==> config.mk <==
export PLATFORM = sky130hd
export DESIGN_NAME = alu_share_arbiter
export DESIGN_NICKNAME = d
export VERILOG_FILES = /design/src/rtl/alu_share_arbiter_pkg.sv /design/src/rtl/alu_share_arbiter_rr_arb2.sv /design/src/rtl/alu_share_arbiter.sv
export SDC_FILE = /design/constraint.sdc
export NUM_CORES = 1
export LEC_CHECK = 0
export BUFFER_PORTS_ARGS = -buffer_cell sky130_fd_sc_hd__buf_2
export CORE_ASPECT_RATIO = 2
export CORE_MARGIN = 2
export CORE_UTILIZATION = 30
export DETAILED_ROUTE_END_ITERATION = 7
export PLACE_DENSITY = 0.61
export SLEW_MARGIN = 20
export SYNTH_ARGS = -nofsm -noshare
export SYNTH_HDL_FRONTEND = slang
export SYNTH_SLANG_ARGS = --single-unit
==> constraint.sdc <==
create_clock -name clk_i -period 3.8 [get_ports clk_i]
set_input_delay 0.95 -clock clk_i [delete_from_list [all_inputs] [get_ports clk_i]]
set_output_delay 0.95 -clock clk_i [all_outputs]
set_load 0.02 [all_outputs]
==> src/rtl/alu_share_arbiter_pkg.sv <==
// Shared types and defaults for the two-requester ALU share arbiter.
package alu_arb_pkg;

  localparam int ALU_XLEN = 32;
  localparam int ALU_OPW  = 4;
  localparam int NUM_REQ  = 2;

  typedef enum logic [1:0] {
    IDLE = 2'd0,
    EXEC = 2'd1,
    RESP = 2'd2
  } arb_state_t;

  typedef struct packed {
    logic [ALU_XLEN-1:0] a;
    logic [ALU_XLEN-1:0] b;
    logic [ALU_OPW-1:0]  op;
  } alu_req_t;

endpackage

==> src/rtl/alu_share_arbiter_rr_arb2.sv <==
// Combinational 2-way one-hot grant. ALU_ARB_RR_EN selects round-robin
// on ptr (ptr names the favoured requester); otherwise requester 0 always wins.
module rr_arb2 (
  input  logic [1:0] valid,
  input  logic       ptr,
  output logic [1:0] gnt
);

`ifdef ALU_ARB_RR_EN
  genvar gi;
  generate
    for (gi = 0; gi < 2; gi++) begin : g_gnt
      // Win when favoured, or when the other side is not asking.
      assign gnt[gi] = valid[gi] & ((ptr == 1'(gi)) | ~valid[1-gi]);
    end
  endgenerate
`else
  logic unused_ptr;
  assign unused_ptr = ptr;
  assign gnt[0]     = valid[0];
  assign gnt[1]     = valid[1] & ~valid[0];
`endif

endmodule

==> src/rtl/alu_share_arbiter.sv <==
// Shares one single-cycle ALU between the core (req 0) and debug port (req 1).
// Define ALU_ARB_RR_EN for round-robin arbitration; default is fixed priority.
module alu_share_arbiter
  import alu_arb_pkg::*;
#(
  parameter int XLEN = ALU_XLEN,
  parameter int OPW  = ALU_OPW
) (
  input  logic                          clk_i,
  input  logic                          rst_ni,
  input  logic [NUM_REQ-1:0]            req_valid_i,
  output logic [NUM_REQ-1:0]            req_ready_o,
  input  logic [NUM_REQ-1:0][XLEN-1:0]  req_a_i,
  input  logic [NUM_REQ-1:0][XLEN-1:0]  req_b_i,
  input  logic [NUM_REQ-1:0][OPW-1:0]   req_op_i,
  output logic [NUM_REQ-1:0]            rsp_valid_o,
  input  logic [NUM_REQ-1:0]            rsp_ready_i,
  output logic [XLEN-1:0]               rsp_f_o,
  output logic                          rsp_c_o,
  output logic                          rsp_ov_o,
  output logic                          rsp_zero_o,
  output logic [XLEN-1:0]               alu_a_o,
  output logic [XLEN-1:0]               alu_b_o,
  output logic [OPW-1:0]                alu_op_o,
  input  logic [XLEN-1:0]               alu_f_i,
  input  logic                          alu_c_i,
  input  logic                          alu_ov_i,
  input  logic                          alu_zero_i
);

  arb_state_t      state_reg, state_next;
  logic            owner_reg, owner_next;
  alu_req_t        req_reg, req_next;
  logic [XLEN-1:0] rsp_f_reg;
  logic            rsp_c_reg, rsp_ov_reg, rsp_zero_reg;
  logic            arb_ptr;
  logic [1:0]      gnt;
  logic            accept;
  logic            rsp_done;

  assign accept   = (state_reg == IDLE) && (gnt != 2'b00);
  assign rsp_done = (state_reg == RESP) && rsp_ready_i[owner_reg];

`ifdef ALU_ARB_RR_EN
  logic ptr_reg, ptr_next;

  // After a completed response the other requester is favoured next.
  always_comb begin
    ptr_next = ptr_reg;
    if (rsp_done) ptr_next = ~owner_reg;
  end

  always_ff @(posedge clk_i or negedge rst_ni) begin
    if (!rst_ni) ptr_reg <= 1'b0;
    else         ptr_reg <= ptr_next;
  end

  assign arb_ptr = ptr_reg;
`else
  assign arb_ptr = 1'b0;
`endif

  rr_arb2 u_arb (
    .valid (req_valid_i),
    .ptr   (arb_ptr),
    .gnt   (gnt)
  );

  always_comb begin
    state_next = state_reg;
    case (state_reg)
      IDLE:    if (accept)   state_next = EXEC;
      EXEC:                  state_next = RESP;
      RESP:    if (rsp_done) state_next = IDLE;
      default:               state_next = IDLE;
    endcase
  end

  always_comb begin
    owner_next = owner_reg;
    req_next   = req_reg;
    if (accept) begin
      owner_next  = gnt[1];
      req_next.a  = req_a_i[gnt[1]];
      req_next.b  = req_b_i[gnt[1]];
      req_next.op = req_op_i[gnt[1]];
    end
  end

  always_ff @(posedge clk_i or negedge rst_ni) begin
    if (!rst_ni) begin
      state_reg    <= IDLE;
      owner_reg    <= 1'b0;
      req_reg      <= '0;
      rsp_f_reg    <= '0;
      rsp_c_reg    <= 1'b0;
      rsp_ov_reg   <= 1'b0;
      rsp_zero_reg <= 1'b0;
    end else begin
      state_reg <= state_next;
      owner_reg <= owner_next;
      req_reg   <= req_next;
      if (state_reg == EXEC) begin
        rsp_f_reg    <= alu_f_i;
        rsp_c_reg    <= alu_c_i;
        rsp_ov_reg   <= alu_ov_i;
        rsp_zero_reg <= alu_zero_i;
      end
    end
  end

  // ALU inputs are only non-zero during the single execute cycle.
  always_comb begin
    req_ready_o = '0;
    rsp_valid_o = '0;
    alu_a_o     = '0;
    alu_b_o     = '0;
    alu_op_o    = '0;
    case (state_reg)
      IDLE: req_ready_o = gnt;
      EXEC: begin
        alu_a_o  = req_reg.a;
        alu_b_o  = req_reg.b;
        alu_op_o = req_reg.op;
      end
      RESP:    rsp_valid_o[owner_reg] = 1'b1;
      default: ;
    endcase
  end

  assign rsp_f_o    = rsp_f_reg;
  assign rsp_c_o    = rsp_c_reg;
  assign rsp_ov_o   = rsp_ov_reg;
  assign rsp_zero_o = rsp_zero_reg;

endmodule

### Word level (Yosys, flattened, before mapping)

Index checks and enable logic that the tools add are counted.

| operators by class | value |
|---|---|
| eq/ne operators | 4 |
| reductions and logical operators | 6 |
| mux-type cells | 18 |
| magnitude comparators | 3 |
| bitwise operators | 2 |

Operators with widths:

| operator | number |
|---|---|
| 32-bit two-way mux | 6 |
| 4-bit two-way mux | 3 |
| 2-bit two-way mux | 4 |
| 2-bit one-hot mux with 3 select lines | 1 |
| 1-bit by 2-bit < comparator with 1-bit output (second input constant) | 2 |
| 2-bit inequality test (second input constant) | 2 |
| 1-bit logical AND | 3 |
| 1-bit two-way mux | 3 |
| 2-bit by 1-bit == test with 1-bit output (second input constant) | 1 |
| 2-bit == test (second input constant) | 1 |
| 2-bit logical NOT | 1 |
| 2-bit AND reduction | 1 |
| 2-bit nonzero test | 1 |
| 1-bit AND | 1 |
| 1-bit demux with 1-bit select | 1 |
| 1-bit greater-or-equal comparator (second input constant) | 1 |
| 1-bit NOT | 1 |

| storage, ports and cells | value |
|---|---|
| bits in registers | 106 |
| word-level logic and storage cells | 42 |
| output and inout bits | 107 |

### Longest topological paths before layout

| logic depth | value |
|---|---|
| depth after elaboration | 6 |
| depth in mapped cells | 6 |
| mapped depth without buffers | 3 |

### Cells and area by module

Synthesis repeated with hierarchy kept, for this count alone.

| second synthesis, totals | value |
|---|---|
| cells, all modules | 388 |
| area, all modules | 5291.3 um^2 |

By module, submodules not included:

| module | times used | area an instance (um^2) | cells each |
|---|---|---|---|
| alu_share_arbiter | 1 | 5270.1 | 386 |
| rr_arb2 | 1 | 21.3 | 2 |

### Worst setup path before layout

OpenSTA, ideal clock, no wires.

| timing | value |
|---|---|
| path type | input port to output port |
| from | input port req_valid_i[0] |
| to | output port req_ready_o[1] |
| cell stages on the path | 5 |
| setup slack | 0.907 ns |
| buffers on the path | 3 |
| arrival time | 1.943 ns |
| cell sequence | nand2b_1 buf_6 buf_6 buf_6 nor3_1 |

| on the way | value |
|---|---|
| longest elaborated chain between the ends | 3 |

RTL lines:

| item | RTL line | source |
|---|---|---|
| from (decl) | alu_share_arbiter.sv:11 | `input logic [NUM_REQ-1:0] req_valid_i,` |
| 1-bit NOT | alu_share_arbiter_rr_arb2.sv:21 | `assign gnt[1] = valid[1] & ~valid[0];` |
| 1-bit AND | alu_share_arbiter_rr_arb2.sv:21 |  |
| 2-bit two-way mux | alu_share_arbiter.sv:119 | `case (state_reg)` |
| to (decl) | alu_share_arbiter.sv:12 | `output logic [NUM_REQ-1:0] req_ready_o,` |

No other way between the ends.

### Worst setup path in the final report

| timing | value |
|---|---|
| from | register state_reg[1] |
| to | output port alu_b_o[0] |

| on the way | value |
|---|---|
| longest elaborated chain between the ends | 2 |

RTL lines:

| item | RTL line | source |
|---|---|---|
| from (decl) | alu_share_arbiter.sv:31 | `arb_state_t state_reg, state_next;` |
| from (signal assigned) | alu_share_arbiter.sv:100 | `state_reg <= state_next;` |
| 2-bit by 1-bit == test with 1-bit output | alu_share_arbiter.sv:119 |  |
| 32-bit two-way mux | alu_share_arbiter.sv:119 |  |
| to (decl) | alu_share_arbiter.sv:23 | `output logic [XLEN-1:0] alu_b_o,` |

No other way between the ends.

==> impl_metrics.toml <==
[critical_path]
crit_chain = "nor2b_4 > buf_12 > and2_1 > buf_2"
cp_max_fo = 42
critPathTopFamily = "simple AND/OR/NAND/NOR gates"
cp_slowest_cell = "nor2b_4"
crit_path_end_kind = "primary output"
cp.arrival_ns = 2.07
worstSetupPathType = "register to primary output"
cpPeakStageDelay_ns = 0.63
cp.required_ns = 2.85
start_kind = "register"
path_buf_inv = 2

[power_and_ir_drop]
p_leak_nw = 3.642
peakVddDrop_mv = 0.3537
p_total_mw = 5.807
swShare_pct = 36.06
switchingPower_mw = 2.094
p_per_area_nw_per_um2 = 797.5
intPower_mw = 3.713
seqPwrFrac_pct = 34.2
p_comb_share_pct = 47.2
clkPwrFrac_pct = 18.6

[logic_synthesis]
ys.warnings.count = 0
ys_seq_area_share_pct = 50.00
ys_seq_elements = 106
synth.distinct_cells = 16
synth_cells = 387
syn-cell-area_um2 = 5305
syn_nets = 564
avgSynthCellArea_um2 = 13.71

[clock_tree]
cts_sinks = 106
cts_made_buffers = 9
clk_pin_slew_ns = 0.06
cts_setup_buffers = 0
cts-root-buf = "clkbuf_16"
clk_latency_ns = 0.35
cts_hold_buffers = 0
cts_tree = "yes"
cts.repair.resized = 0
cts_max_level = 3
clk_path_buf_depth = 2

[timing]
rsz0062_at_grt = "false"
final_hold_viol_count = 0
slew_violations = 0
finalCritPeriodShare_pct = 79.45
layout_min_cycle_time_ns = 3.019
finalClockSkew_ns = 0.01103
holdWs_ns = 0.4970
setup_tns_ns = 0
tightest_slew_ns = 1.034
fmax_mhz = 331.2
setup_violations = 0
max-slew-margin-rel_pct = 31.10

[place]
place_congestion = 0.7740
dp.cells = 856
dpl-instance-area_um2 = 6923
hpwl_um = 10630
io_buffers = 283

[grt]
grt_pass1_wl_um = 22160
antenna_found_initial = 4
grt_overflow = 0
track_usage_pct = 14.80
grt_max_degree = 70
grt_pass1_vias = 4640

[final_layout]
drive_gt1_share_pct = 72.05
fin_cells = 874
largest_reg_flops = 68
nNetsFinal = 834
stdcell_area_um2 = 7282
area_delta_synth_final_pct = 37.26

[floorplan]
dieArea_um2 = 18830
start_util_pct = 30.72
die_h_um = 192.1
die_w_um = 98.03
row_count = 68
core_um2 = 17270
ioPinCount = 284

[route]
dr_total_vias = 4019
wirelength_um = 13970
drtIter0Drc = 46
firstDrtPassIters = 5
drtAntennaViolNets = 0
routed_via_density = 4.598
wire_per_inst_um = 15.98
drc = 0

[run_status]
status = "completed"

[worst_hold_path]
min-delay-path-class = "register to register"

[run]
drv_cap = 0
==> synthesized netlist by cell type <==
cell / number / area share [%]
o21bai_1: 1 / 0.14
nor3_1: 1 / 0.094
buf_2: 15 / 1.4
nand2b_1: 2 / 0.24
nor2_1: 4 / 0.28
and2_1: 69 / 8.1
a21oi_1: 1 / 0.094
mux2_4: 18 / 5.1
dfrtp_1: 106 / 50
buf_6: 3 / 0.64
nor2b_1: 1 / 0.12
o21a_1: 1 / 0.14
clkbuf_1: 8 / 0.57
mux2_2: 154 / 33
buf_4: 2 / 0.28
inv_1: 1 / 0.071
==> logic make-up after synthesis <==
| group | count (synthesis) | synth area share [%] |
|---|---|---|
| compound gates | 3 | 0.3774 |
| buf+inv | 29 | 2.971 |
| flops | 106 | 50.00 |
| mux | 172 | 37.78 |
| simple gates | 77 | 8.868 |
==> worst register-to-register path, stage by stage, from the launching register on <==
cell	delay [ns]
dfrtp_1	0.44
nor2_1	0.21
o21a_4	0.85
mux2_2	0.46
==> layer usage <==
layer  global-route usage (%)  vias to the layer above  wire, um
li1                         -                     1870         -
met1                    14.71                     1940      4835
met5                        0                        -        21
met3                    3.894                       25      1016
met4                    7.318                        4       312
met2                    27.92                      180      7780
==> area by class of cell <==
type,instances,area (um^2)
Inverter,1,3.754
Clock buffer,12,256.5
Clock inverter,4,97.59
Multi-Input combinational cell,252,2517
Fill cell,1698,9990
Antenna cell,2,5.005
Sequential cell,106,2653
Tap cell,210,262.8
Timing Repair Buffer,287,1486
==> cells in the final DEF (no fill, tap or decap) <==
cell / netlist / final
buf_2: 15 / 282
mux2_2: 154 / 154
dfrtp_1: 106 / 106
and2_1: 69 / 69
mux2_4: 18 / 18
clkbuf_16: 0 / 9
nor2_1: 4 / 4
bufinv_16: 0 / 3
buf_12: 0 / 3
diode_2: 0 / 2
clkbuf_8: 0 / 2
buf_4: 2 / 2
nor2b_4: 0 / 1
nand2b_1: 2 / 1
inv_1: 1 / 1
nand2b_4: 0 / 1
nor3_1: 1 / 1
o21a_4: 0 / 1
o21bai_1: 1 / 1
a21oi_1: 1 / 1
clkbuf_1: 8 / 1
clkinvlp_4: 0 / 1
==> worst paths after layout <==
| path | slack (ns) | end | startpoint | depth (start not counted) |
|---|---|---|---|---|
| max reg2reg | 1.73 | req_reg[56] | state_reg[1] | 3 |
| min | 0.50 | req_reg[18] | req_reg[18] | 1 |
| min in group asynchronous | 0.65 | req_reg[26] | rst_ni | 1 |
| min reg2reg | 0.50 | req_reg[18] | req_reg[18] | 1 |
| max | 0.78 | alu_b_o[0] | state_reg[1] | 4 |
| max in group asynchronous | 2.39 | req_reg[28] | rst_ni | 2 |
==> metrics by stage <==
step                utilization [%]  worst slack (ns)
global placement              40.08            0.9951
finish                        42.16            0.7808
floorplan                         -            0.9068
CTS                           42.13            0.7467
detailed placement            40.08            0.9090
global route                  42.15            0.6080
==> power by group through the flow <==
stage / registers [mW] / clock network, mW / logic, mW
5_1_grt: 2.07 / 1.17 / 2.95
3_3_place_gp: 1.98 / 0 / 2.73
3_5_place_dp: 2.01 / 0 / 2.79
6_report: 1.99 / 1.08 / 2.74
2_1_floorplan: 2.18 / 0 / 1.72
4_1_cts: 1.99 / 1.13 / 2.79
Power figures use the tool's default switching activity.
